### src/rtl/hazard_ctrl.sv
// Hazard/forwarding controller for the 5-stage pipeline: stall/flush, EX forwarding
// selects, post-branch fetch-redirect shadow and stall watchdog. Optional perf counters via HAZARD_PERF_CNT_EN.
module hazard_ctrl #(
  parameter int FETCH_LATENCY = 0,
  parameter int STALL_TIMEOUT = 255,
  parameter int CNT_WIDTH     = 32
) (
  input  logic                 i_clk,
  input  logic                 i_rst_n,
  input  logic                 i_imem_valid,
  input  logic [1:0]           i_rs1_D,
  input  logic [1:0]           i_rs2_D,
  input  logic                 i_use_rs1_D,
  input  logic                 i_use_rs2_D,
  input  logic [1:0]           i_rs1_E,
  input  logic [1:0]           i_rs2_E,
  input  logic [1:0]           i_rd_E,
  input  logic                 i_memRead_E,
  input  logic                 i_regWrite_E,
  input  logic                 i_pc_src_E,
  input  logic [1:0]           i_rd_M,
  input  logic                 i_regWrite_M,
  input  logic [1:0]           i_rd_W,
  input  logic                 i_regWrite_W,
  output logic                 o_stallF,
  output logic                 o_stallD,
  output logic                 o_flushD,
  output logic                 o_flushE,
  output logic [1:0]           o_fwdA_E,
  output logic [1:0]           o_fwdB_E,
`ifdef HAZARD_PERF_CNT_EN
  output logic [CNT_WIDTH-1:0] o_stall_cycles,
  output logic [CNT_WIDTH-1:0] o_flush_cycles,
`endif
  output logic                 o_timeout
);

  localparam logic [15:0] LIMIT  = 16'(STALL_TIMEOUT);
  localparam logic [15:0] RELOAD = 16'(FETCH_LATENCY);

  typedef enum logic {RUN, REDIRECT} state_t;

  state_t      state, state_nxt;
  logic [15:0] rc, rc_nxt;
  logic [15:0] stall_cnt, stall_cnt_nxt;
  logic        lu;

  assign lu = i_memRead_E & i_regWrite_E &
              ((i_use_rs1_D & (i_rd_E == i_rs1_D)) | (i_use_rs2_D & (i_rd_E == i_rs2_D)));

  always_comb begin
    o_stallF  = 1'b0;
    o_stallD  = 1'b0;
    o_flushD  = 1'b0;
    o_flushE  = 1'b0;
    o_fwdA_E  = 2'b00;
    o_fwdB_E  = 2'b00;
    state_nxt = state;
    rc_nxt    = rc;
    if (i_rst_n) begin
      // M result is younger than W, so it wins when both match
      if (i_regWrite_M && i_rd_M == i_rs1_E)      o_fwdA_E = 2'b10;
      else if (i_regWrite_W && i_rd_W == i_rs1_E) o_fwdA_E = 2'b01;
      if (i_regWrite_M && i_rd_M == i_rs2_E)      o_fwdB_E = 2'b10;
      else if (i_regWrite_W && i_rd_W == i_rs2_E) o_fwdB_E = 2'b01;

      if (i_pc_src_E) begin
        o_flushD = 1'b1;
        o_flushE = 1'b1;
        if (FETCH_LATENCY > 0) begin
          state_nxt = REDIRECT;
          rc_nxt    = RELOAD;
        end
      end else if (state == REDIRECT) begin
        // stale imem output still draining; load-use is moot since D gets flushed
        o_flushD = 1'b1;
        o_stallF = ~i_imem_valid;
        rc_nxt   = rc - 16'd1;
        if (rc == 16'd1) state_nxt = RUN;
      end else if (lu) begin
        o_stallF = 1'b1;
        o_stallD = 1'b1;
        o_flushE = 1'b1;
      end else if (!i_imem_valid) begin
        o_stallF = 1'b1;
        o_flushD = 1'b1;
      end
    end
  end

  always_comb begin
    stall_cnt_nxt = 16'd0;
    if (o_stallF) stall_cnt_nxt = (stall_cnt >= LIMIT) ? stall_cnt : stall_cnt + 16'd1;
  end

  always_ff @(posedge i_clk) begin
    if (!i_rst_n) begin
      state     <= RUN;
      rc        <= 16'd0;
      stall_cnt <= 16'd0;
      o_timeout <= 1'b0;
    end else begin
      state     <= state_nxt;
      rc        <= rc_nxt;
      stall_cnt <= stall_cnt_nxt;
      if (o_stallF && stall_cnt_nxt == LIMIT) o_timeout <= 1'b1;
    end
  end

`ifdef HAZARD_PERF_CNT_EN
  always_ff @(posedge i_clk) begin
    if (!i_rst_n) begin
      o_stall_cycles <= '0;
      o_flush_cycles <= '0;
    end else begin
      if (o_stallF)             o_stall_cycles <= o_stall_cycles + CNT_WIDTH'(1);
      if (o_flushD || o_flushE) o_flush_cycles <= o_flush_cycles + CNT_WIDTH'(1);
    end
  end
`endif

endmodule

### config.mk
export PLATFORM = sky130hd
export DESIGN_NAME = hazard_ctrl
export DESIGN_NICKNAME = d
export VERILOG_FILES = /design/src/rtl/hazard_ctrl.sv
export SDC_FILE = /design/constraint.sdc
export NUM_CORES = 1
export LEC_CHECK = 0
export CAP_MARGIN = 25
export CORE_MARGIN = 2
export CORE_UTILIZATION = 40
export CTS_BUF_LIST = sky130_fd_sc_hd__clkbuf_8
export DETAILED_ROUTE_END_ITERATION = 8
export GPL_ROUTABILITY_DRIVEN = 0
export SETUP_SLACK_MARGIN = 0.3
export SLEW_MARGIN = 15
export SYNTH_ARGS = -nofsm -noshare
export SYNTH_HDL_FRONTEND = slang
export SYNTH_SLANG_ARGS = --single-unit
### constraint.sdc
create_clock -name i_clk -period 2 [get_ports i_clk]
set_input_delay 0.4 -clock i_clk [delete_from_list [all_inputs] [get_ports i_clk]]
set_output_delay 0.4 -clock i_clk [all_outputs]
set_load 0.02 [all_outputs]
==> results.yml <==
floorplan:
  ioPinCount: 33
  fp.dieArea_um2: 5050
  initial_core_util_pct: 41.4
  coreArea_um2: 4350
  dieHeight_um: 71.1
  rows: 24
  die_w_um: 71.1
finish:
  stdcell_count: 317
  drive_gt1_share_pct: 39.6
  final_common_cell: "dfxtp_1"
  num_antenna_cells: 0
  layout_common_cells: "31 x dfxtp_1, 28 x buf_4, 15 x nand2_1, 14 x and2_1, 10 x buf_2"
  final_nets: 291
  area_delta_synth_final_pct: 49.1
pwr:
  power.internal_w: 0.00107
  p_leak_nw: 1.11
  switching_power_w: 0.000352
  switching_share_pct: 24.7
  p_comb_share_pct: 14.5
  ir_worst_vdd_mv: 0.379
  powerDensity_nw_per_um2: 530
  pwr-share-clk_pct: 37.6
  p_seq_share_pct: 47.9
synth:
  synthTopCellsByArea: "dfxtp_1 38%, xor2_1 7.3%, xnor2_1 5.8%"
  netlist_instances: 202
  synth-async-reset-ratio_pct: 0
  synth_area_um2: 1800
  syn_avg_cell_area_um2: 8.91
  synth_ff_type: "dfxtp_1"
  synth-edff-count: 0
  ys_warn_count: 0
  syn_nets: 229
  ys_types: 47
  ys_ff_latch: 34
  netlist.area_leader.share_pct: 37.8
  ys_seq_area_share_pct: 37.8
  yosysTopAreaCell: "dfxtp_1"
critical_path:
  critPathBufInv: 2
  required_ps: 1600
  crit_family: "compound AO/OA/AOI/OAI gates"
  r2r_slack_ps: 330
  crit_slowest_cell: "o31a_1"
  r2r_cells: 6
  cp_max_fo: 2
  critPathCaptureType: "output port"
  start_kind: "input port"
  worst-path-stages: 7
  path_cells: "clkdlybuf4s15_1 > and3_4 > nand3_2 > o21a_1 > nor2b_4 > o31a_1 > buf_6"
  cp.arrival_ps: 1520
  critPathKind: "input port to output port"
  max_stage_delay_ps: 290
timing:
  rsz0062_at_grt: "yes"
  hold_violations: 0
  slew_viol_final: 0
  skew_ps: 3.14
  fin_hold_ws_ps: 489
  max_freq_ghz: 0.520
  worstMarginPinSlew_ps: 321
  min_period_over_period_pct: 96.1
  period_needed_ps: 1920
  setup_violations: 0
  maxSlewHeadroom_pct: 78.4
clock_tree:
  clock_latency_ps: 290
  cts_hold_buf: 0
  cts_max_level: 2
  cts_buffer_depth: 2
  cts_tree: "built"
  clkTransAtPathRegs_ps: 70
  cts_sinks: 34
  cts_root_buf: "clkbuf_8"
  cts-buffers-inserted: 5
placement:
  place_hpwl_um: 2960
  dp.cells: 306
  port-buffer-count: 32
detailed_routing:
  drc: 0
  first_iter_violations: 53
  drt_wl_total_um: 4150
  vias_per_cell: 4.99
  routed-via-count: 1582
  drtPass1Iterations: 4
  post_drt_wl_per_cell_um: 13.1
  final_antenna_net_count: 0
global_routing:
  grt_max_degree: 19
  grt_pass1_vias: 1594
  grt_first_pass_wirelength_um: 7280
  grt-ovfl-total: 0
  antenna_found_initial: 0
  grt_use_total_pct: 18.2
hold_path:
  min_path_cells: 1
  min_path_type: "flip-flop to flip-flop"
outcome:
  outcome: "complete, no violations"
run:
  drv_cap: 0
==> synthesized netlist by cell type (5+ instances only) <==
master	instances
dfxtp_1	34
nand2_1	17
xor2_1	15
and2_1	14
xnor2_1	12
nor2_1	11
nor2b_1	10
nor3_1	8
inv_1	6
nor4_1	6
nand3_1	5
o21ai_0	5
==> power groups by stage <==
stage | combinational (W) | clock, W | sequential, W
floorplan | 0.0000664 | 0 | 0.000695
global placement | 0.000175 | 0 | 0.000695
detailed placement | 0.000176 | 0 | 0.000696
CTS | 0.000192 | 0.000555 | 0.000680
global route | 0.000223 | 0.000585 | 0.000681
finish | 0.000207 | 0.000535 | 0.000681
==> stage by stage <==
step	setup slack, ps	TNS (ps)	area [um2]	utilization, %	total power (W)
finish	77.1	0	2680	61.6	0.00142
global route	-3.75	-3.75	2680	61.6	0.00149
CTS	49.3	0	2540	58.2	0.00143
detailed placement	-736	-6930	2380	54.7	0.000872
global placement	-700	-6200	2380	54.7	0.000870
floorplan	327	0	1830	-	0.000762
==> kinds of logic (layout without fill, tap and decap cells) <==
| logic type | Yosys count | after routing | synth area share, % |
|---|---|---|---|
| compound gates | 27 | 27 | 11.2 |
| xor+xnor | 27 | 27 | 13.1 |
| fa+ha+maj | 3 | 3 | 2.09 |
| buf+inv | 11 | 74 | 2.43 |
| flops | 34 | 34 | 37.8 |
| mux | 2 | 2 | 1.11 |
| simple gates | 98 | 98 | 32.2 |
==> final timing paths <==
| kind | from | end |
|---|---|---|
| setup / recovery | i_memRead_E | o_flushD |
| hold / removal | stall_cnt[8]$_SDFF_PN0_ | stall_cnt[8]$_SDFF_PN0_ |
| setup reg to reg | state$_SDFFE_PN0N_ | rc[9]$_SDFFE_PN0P_ |
| hold reg to reg | stall_cnt[8]$_SDFF_PN0_ | stall_cnt[8]$_SDFF_PN0_ |
==> routing by layer <==
metal	vias to the layer above	GRT usage [%]	part of all wire, %
li1	830	-	-
met1	735	23.2	47
met2	12	30.1	49
met3	5	4.27	1.9
met4	0	6.29	1.2
met5	-	0	0
==> registers in the layout, summed over array words and instances, names as in the netlist <==
name and cells:
stall_cnt 16, rc 16, o_timeout 1, state 1
==> what timing repair did <==
item                                    in CTS  in global routing
endpoints found under the setup margin      23                 18
pin swaps                                   21                 16
resized for setup                          138                 37
setup buffers                                3                  0
==> layout make-up <==
class | count | area [um2]
Fill cell | 389 | 1670
Tap cell | 52 | 65.1
Inverter | 6 | 22.5
Sequential cell | 34 | 684
Clock buffer | 6 | 82.6
Multi-Input combinational cell | 157 | 1320
Clock inverter | 2 | 12.5
Timing Repair Buffer | 60 | 498
==> worst register-to-register path: stages (launching register included) <==
cell and delay, ps:
dfxtp_1 370, buf_4 160, nor3b_2 210, nand3_1 110, or4_1 430, xnor2_1 140, and2_1 150
No activity file was read; power rests on OpenSTA's default activity.
